`src/rtl/sr_excite_seq.sv`:
```
// Drives an external SR flip-flop from a FIFO of target words, one bit every three
// cycles (DRIVE, SETTLE, CHECK), and keeps a saturating count of read-back mismatches.
module sr_excite_seq #(
    parameter int WIDTH = 8,
    parameter int DEPTH = 4,
    parameter int ERR_W = 8
) (
    input  logic             cp,
    input  logic             rst,
    input  logic             tgt_valid,
    input  logic [WIDTH-1:0] tgt_data,
    output logic             tgt_ready,
    output logic             s,
    output logic             r,
    input  logic             q_fb,
    input  logic             err_clr,
    output logic             busy,
    output logic             word_done,
    output logic [ERR_W-1:0] err_cnt,
    output logic             err
);
    localparam int AW = (DEPTH > 1) ? $clog2(DEPTH) : 1;
    localparam int BW = (WIDTH > 1) ? $clog2(WIDTH) : 1;
    localparam logic [AW:0]   FULL_CNT = (AW+1)'(DEPTH);
    localparam logic [BW-1:0] LAST_IDX = BW'(WIDTH - 1);

    typedef enum logic [1:0] {
        ST_IDLE   = 2'd0,
        ST_DRIVE  = 2'd1,
        ST_SETTLE = 2'd2,
        ST_CHECK  = 2'd3
    } state_t;

    function automatic logic [ERR_W-1:0] sat_inc(input logic [ERR_W-1:0] v);
        if (v == {ERR_W{1'b1}}) begin
            return v;
        end else begin
            return v + ERR_W'(1);
        end
    endfunction

    state_t           r_state;
    state_t           w_next_state;
    logic [WIDTH-1:0] r_mem [DEPTH];
    logic [AW-1:0]    r_wr_ptr;
    logic [AW-1:0]    r_rd_ptr;
    logic [AW:0]      r_count;
    logic [WIDTH-1:0] r_shift;
    logic [BW-1:0]    r_bit_idx;
    logic             r_s;
    logic             r_r;
    logic             r_done;
    logic             r_err;
    logic [ERR_W-1:0] r_err_cnt;
    logic             w_full;
    logic             w_empty;
    logic             w_push;
    logic             w_pop;
    logic             w_tgt_bit;
    logic             w_mismatch;
    logic             w_last_check;
    logic             w_err_next;
    logic [ERR_W-1:0] w_err_base;
    logic [ERR_W-1:0] w_err_cnt_next;

    assign w_full       = (r_count == FULL_CNT);
    assign w_empty      = (r_count == {(AW+1){1'b0}});
    assign w_push       = tgt_valid && !w_full;
    assign w_pop        = (r_state == ST_IDLE) && !w_empty;
    assign w_mismatch   = (r_state == ST_CHECK) && (q_fb != r_shift[0]);
    assign w_last_check = (r_state == ST_CHECK) && (r_bit_idx == LAST_IDX);
    // Target for the bit about to be driven: FIFO head on a fresh word, else the next shift bit.
    assign w_tgt_bit    = (r_state == ST_IDLE) ? r_mem[r_rd_ptr][0] : r_shift[1];

    // A clear coincident with a mismatch lands first, so the mismatch still counts.
    assign w_err_base     = err_clr ? {ERR_W{1'b0}} : r_err_cnt;
    assign w_err_cnt_next = w_mismatch ? sat_inc(w_err_base) : w_err_base;
    assign w_err_next     = (r_err && !err_clr) || w_mismatch;

    // Next-state logic of the per-bit sequencer.
    always_comb begin
        w_next_state = r_state;
        case (r_state)
            ST_IDLE: begin
                if (!w_empty) begin
                    w_next_state = ST_DRIVE;
                end else begin
                    w_next_state = ST_IDLE;
                end
            end
            ST_DRIVE:  w_next_state = ST_SETTLE;
            ST_SETTLE: w_next_state = ST_CHECK;
            ST_CHECK: begin
                if (r_bit_idx == LAST_IDX) begin
                    w_next_state = ST_IDLE;
                end else begin
                    w_next_state = ST_DRIVE;
                end
            end
            default: w_next_state = ST_IDLE;
        endcase
    end

    // FIFO storage; contents need no reset because occupancy gates every read.
    always_ff @(posedge cp) begin
        if (w_push) begin
            r_mem[r_wr_ptr] <= tgt_data;
        end
    end

    // FIFO pointers and occupancy.
    always_ff @(posedge cp or negedge rst) begin
        if (!rst) begin
            r_wr_ptr <= {AW{1'b0}};
            r_rd_ptr <= {AW{1'b0}};
            r_count  <= {(AW+1){1'b0}};
        end else begin
            if (w_push) begin
                r_wr_ptr <= r_wr_ptr + AW'(1);
            end
            if (w_pop) begin
                r_rd_ptr <= r_rd_ptr + AW'(1);
            end
            case ({w_push, w_pop})
                2'b10:   r_count <= r_count + (AW+1)'(1);
                2'b01:   r_count <= r_count - (AW+1)'(1);
                default: r_count <= r_count;
            endcase
        end
    end

    // Sequencer state, word shifter, excitation drive and error tracking.
    always_ff @(posedge cp or negedge rst) begin
        if (!rst) begin
            r_state   <= ST_IDLE;
            r_shift   <= {WIDTH{1'b0}};
            r_bit_idx <= {BW{1'b0}};
            r_s       <= 1'b0;
            r_r       <= 1'b0;
            r_done    <= 1'b0;
            r_err     <= 1'b0;
            r_err_cnt <= {ERR_W{1'b0}};
        end else begin
            r_state   <= w_next_state;
            r_done    <= w_last_check;
            r_err     <= w_err_next;
            r_err_cnt <= w_err_cnt_next;
            if (w_pop) begin
                r_shift   <= r_mem[r_rd_ptr];
                r_bit_idx <= {BW{1'b0}};
            end else if ((r_state == ST_CHECK) && !w_last_check) begin
                r_shift   <= {1'b0, r_shift[WIDTH-1:1]};
                r_bit_idx <= r_bit_idx + BW'(1);
            end
            // Excitation: set only for 0->1, reset only for 1->0, otherwise hold.
            if (w_next_state == ST_DRIVE) begin
                r_s <= !q_fb && w_tgt_bit;
                r_r <= q_fb && !w_tgt_bit;
            end else begin
                r_s <= 1'b0;
                r_r <= 1'b0;
            end
        end
    end

    assign tgt_ready = !w_full;
    assign s         = r_s;
    assign r         = r_r;
    assign busy      = (r_state != ST_IDLE);
    assign word_done = r_done;
    assign err_cnt   = r_err_cnt;
    assign err       = r_err;

endmodule

```
`config.mk`:
```
export PLATFORM = sky130hd
export DESIGN_NAME = sr_excite_seq
export DESIGN_NICKNAME = d
export VERILOG_FILES = /design/src/rtl/sr_excite_seq.sv
export SDC_FILE = /design/constraint.sdc
export NUM_CORES = 1
export LEC_CHECK = 0
export CAP_MARGIN = 30
export CORE_ASPECT_RATIO = 0.75
export CORE_MARGIN = 4
export CORE_UTILIZATION = 35
export DETAILED_ROUTE_END_ITERATION = 10
export PLACE_DENSITY = 0.59
export SYNTH_ARGS = -nofsm -noshare
export SYNTH_HDL_FRONTEND = slang
export SYNTH_SLANG_ARGS = --single-unit
```
`constraint.sdc`:
```
create_clock -name cp -period 6.9 [get_ports cp]
set_input_delay 1.035 -clock cp [delete_from_list [all_inputs] [get_ports cp]]
set_output_delay 1.035 -clock cp [all_outputs]
set_load 0.005 [all_outputs]
```
---- Word level (Yosys, flattened, before mapping) ----
Memories as Yosys holds them, arrays and structs flattened.
Index checks and enable logic that the tools add are counted.
storage, ports and cells
  register bits after elaboration ......... 32
  memory bits (writable) .................. 32
  input bits .............................. 13
  word-level logic and storage cells ...... 64
  memories kept ........................... 1
operators by class
  $add $sub $neg .......................... 6
  equal/unequal tests ..................... 10
  mux-type cells .......................... 16
  reductions and logical operators ........ 20
memory list
  memory  words  bits a word  rd ports  clocked after memory_dff  write ports  RTL line  text
  r_mem   4      8            1         0                         1            44        logic [WIDTH-1:0] r_mem [DEPTH];
operator list
  cell                   count
  $mux W8                5
  $add A8 B1 Y8 const B  1
  $eq A8 B8 Y1 const B   1
  $logic_and A1 B1 Y1    8
  $pmux W2 S4            1
  $mux W1                7
  $add A3 B1 Y3 const B  2
  $eq A2 B1 Y1 const B   3
  $eq A2 B2 Y1 const B   3
  $eq A3 B3 Y1 const B   2
  $logic_not A1 Y1       6
  $mux W3                2
  $pmux W3 S2            1
  $reduce_bool A2 Y1     3
  $add A2 B1 Y2 const B  2
  $logic_not A3 Y1       1
  $sub A3 B1 Y3 const B  1
  $logic_not A2 Y1       1
  $logic_or A1 B1 Y1     1
  $ne A1 B1 Y1           1

---- Logic depth before layout (Yosys ltp) ----
  word-level depth ........................ 6
  depth in mapped cells ................... 11

---- Worst setup path after synthesis ----
No wires, ideal clock.
  kind .................................... input-to-reg
  start ................................... input port err_clr
  end ..................................... register r_err_cnt[1], in the netlist err_cnt[1]
  library setup time ...................... 128 ps
  data arrival time ....................... 2376 ps
  required time ........................... 6772 ps
  slack ................................... 4397 ps
  cell stages on the path ................. 7
  buffers on the path ..................... 1
  cells stage by stage .................... clkbuf_1 -> nor2b_1 -> ha_1 -> nand3b_1 -> nor3_1 -> nor2_1 -> mux2_1
on the way
  longest elaborated chain between the ends .. 4
  elaborated cells on any way between the ends .. 5
  classes of those cells .................. 1 x add/sub; 1 x eq/ne; 3 x mux
ends and longest elaborated chain
  item                                                  RTL line  text
  from (decl)                                           16        input logic err_clr,
  $mux W8 (*)                                           76        assign w_err_base = err_clr ? {ERR_W{1'b0}} : r_err_cnt;
  $add A8 B1 Y8 / $eq A8 B8 Y1 (equally long branches)  38, 35
  $mux W8                                               35        if (v == {ERR_W{1'b1}}) begin
  $mux W8 (*)                                           77        assign w_err_cnt_next = w_mismatch ? sat_inc(w_err_base) : w_err_base;
  named net w_err_cnt_next[1]                           64        logic [ERR_W-1:0] w_err_cnt_next;
  to (signal assigned)                                  142       r_err_cnt <= {ERR_W{1'b0}};
  to (signal assigned)                                  147       r_err_cnt <= w_err_cnt_next;
  to (decl)                                             54        logic [ERR_W-1:0] r_err_cnt;
Mark *: on every way through the listed nets, which the timed path passes. The rest lies on a longest branch.
A chain may end at the register's enable or synchronous reset.

---- Final worst setup path ----
Ends and elaborated chain as after synthesis.

==> results_dict.tcl <==
set metrics [dict create \
    status "finished, final reports clean" \
    place_area_um2 3190 \
    worstSetupPathDepth 7 \
    synth_top_family_by_area "multiplexers" \
    hold_violations 0 \
    cts_hold_buf 0 \
    numPortBuffers 26 \
    multiInputGateArea_um2 977 \
    layout-drive-gt1-share 0.123 \
    synth_area_leaders "edfxtp_1 34%, dfrtp_1 28%, mux4_2 5.6%" \
    synth.area.mux_share 0.116 \
    vias_per_cell 4.64 \
    r2r_end "r_count[2]" \
    fin_tns_setup_ns 0 \
    cts_tree "yes" \
    power.density_nw_per_um2 388 \
    wl_um 4820 \
    cts_sinks 64 \
    finClkSkew_ns 0.0117 \
    rsz0062_at_grt "no" \
    synth_top_area_frac 0.340 \
    antenna_cells 0 \
    fp.dieH_um 85.8 \
    synth_flop_cell "edfxtp_1" \
    critPathTopFamily "simple AND/OR/NAND/NOR gates" \
    final_core_util 0.428 \
    worst-setup-path-type "in2reg" \
    antenna_found_initial 0 \
    final_cell_area_um2 3370 \
    synth-compound-area-share 0.0345 \
    yosys.area_share.simple 0.106 \
    wl_per_cell_um 14.2 \
    reg2reg_from "r_state[0]" \
    hold-path-endpoint "r_count[2]" \
    clock_latency_ns 0.35 \
    start_util 0.358 \
    cpMaxStageDelayCell "clkdlybuf4s50_1" \
    path_clk_slew_ns 0.07 \
    drt_pass1_iterations 4 \
    dpl_worst_slack_ns 3.72 \
    yosysTopAreaCell "edfxtp_1" \
    synth_xor_area_frac 0.0337 \
    clock_path_buffers 2 \
    fillers 748 \
    peakVddDrop_v 0.000183 \
    synth_cell_types 40 \
    place_congestion 0.734 \
    cts_setup_buffers 0 \
    register_area_um2 1760 \
    synth_seq_cells 64 \
    synth_cells 199 \
    path_buf_inv 1 \
    cp.required_ns 7.12 \
    path_cells "clkdlybuf4s50_1, nor2b_1, ha_1, nand3b_1, nor3_1, nor2_1, mux2_1" \
    seq_area_frac_synth 0.624 \
    coreArea_um2 7880 \
    worstSetupStartpointType "primary input" \
    end_kind "flip-flop" \
    grt_pass1_vias 1561 \
    std_cell_rows 28 \
    drc 0 \
    fin_crit_sh 0.412 \
    tightestPinTransition_ns 0.690 \
    synth_nets 224 \
    final_max_slew_viol_count 0 \
    reg2reg_slack_ns 4.52 \
    ctsResizeCount 0 \
    worstPathArrival_ns 3.07 \
    hold_start "r_count[2]" \
    fin_crit_ns 2.84 \
    worst_r2r_path_depth 10 \
    hold_path_depth 1 \
    netlist_area_um2 2830 \
    dr_total_vias 1577 \
    synth_adder_area_share 0.0558 \
    drtIter0Drc 43 \
    htree_levels 3 \
    cts_root_buf "clkbuf_8" \
    ys.warnings.count 0 \
    setup_violations 0 \
    cpPeakStageDelay_ns 0.58 \
    cts_made_buffers 9 \
    io_pins 27 \
    report.power.total_w 0.00131 \
    die_area_um2 9590 \
    die_x_um 112 \
    grt-ovfl-total 0 \
    layout_common_cells "32 x dfrtp_1, 32 x edfxtp_1, 26 x clkdlybuf4s50_1" \
    path_max_fanout 11 \
    area_growth_syn_to_layout_pct 19.4 \
    ant_nets 0 \
    dp_hpwl_um 3330 \
    min_path_type "reg2reg" \
    max_freq_mhz 352 \
    grt_usage 0.109 \
    postSynthAreaPerCell_um2 14.2 \
    worst_slack_ns 4.06 \
    cap_violations 0 \
    grt_pass1_wl_um 7920 \
    synth_edf_count 32 \
    async_flop_share 0.500 \
    grt_max_degree 33 \
    fin_nets 255 \
    leakage_nw 1.39 \
    slew_headroom 0.540 \
]
-- worst max path at each step --
stage,from,to,slack [ns]
after floorplan,err_clr,err_cnt[1],4.40
after global placement,err_clr,err_cnt[1],3.82
after detailed placement,err_clr,err_cnt[1],3.72
after CTS,err_clr,err_cnt[1],4.09
after global routing,err_clr,err_cnt[1],3.88
final,err_clr,err_cnt[1],4.06
-- metrics by stage --
step | hold slack [ns] | cells
floorplan | 0.456 | 199
global placement | 0.489 | 324
detailed placement | 0.482 | 324
CTS | 0.497 | 340
global route | 0.521 | 340
finish | 0.496 | 340
-- layout make-up --
cell class	instances	share of cell area
Timing Repair Buffer	27	0.0794
Sequential cell	64	0.522
Inverter	13	0.0145
Clock buffer	9	0.0367
Tap cell	105	0.0390
Multi-Input combinational cell	115	0.290
Clock inverter	7	0.0182
-- synthesized netlist by cell type, types with 2 or more instances --
cell type	number
nor2_1	7
buf_2	2
nand2_1	14
inv_1	12
edfxtp_1	32
a31oi_1	2
and2_1	3
mux4_2	7
nand3_1	6
o21ai_0	3
and3_1	6
clkbuf_1	3
ha_1	11
xnor2_1	4
or3_1	2
a21oi_1	4
xor2_1	5
o21ai_1	7
nand4_1	2
dfrtp_1	32
nor3_1	2
mux2i_1	12
nor2b_1	3
mux2_1	2
-- power by group --
group          internal (W)  total, W  switching [W]
clock              0.000137  0.000298       0.000162
combinational      0.000209  0.000425       0.000216
sequential         0.000514  0.000586      0.0000717
-- flip-flops by register name (all words and copies together), names as in the netlist --
signal     flops
err_cnt        8
r_count        3
word_done      1
r_shift        8
err            1
r_state        2
r_wr_ptr       2
r_bit_idx      3
r_mem         32
r_rd_ptr       2
r              1
s              1
-- cells by family after synthesis --
| family | Yosys count |
|---|---|
| DFF | 64 |
| and+or+nand+nor | 54 |
| buffers and inverters | 20 |
| muxes | 22 |
| AOI/OAI and AO/OA | 17 |
| adders and majority gates | 12 |
| xor gates and xnor gates | 10 |
-- worst reg2reg max path, stage by stage, from the launching register on --
cell and delay, ns:
dfrtp_1 0.39, inv_1 0.13, ha_1 0.25, nand2_1 0.14, inv_2 0.29, ha_1 0.25
inv_1 0.07, fa_1 0.38, xor2_1 0.15, nor2_1 0.11, xor2_1 0.15
-- layer usage --
layer | GRT usage | part of all wire | wire length (um) | vias to the layer above
met4 | 0.0398 | 0.0097 | 47 | 0
li1 | - | - | - | 779
met5 | 0 | 0 | 0 | -
met1 | 0.144 | 0.49 | 2350 | 763
met3 | 0.0543 | 0.048 | 232 | 7
met2 | 0.155 | 0.45 | 2190 | 28
(Power assumes the default switching activity.)
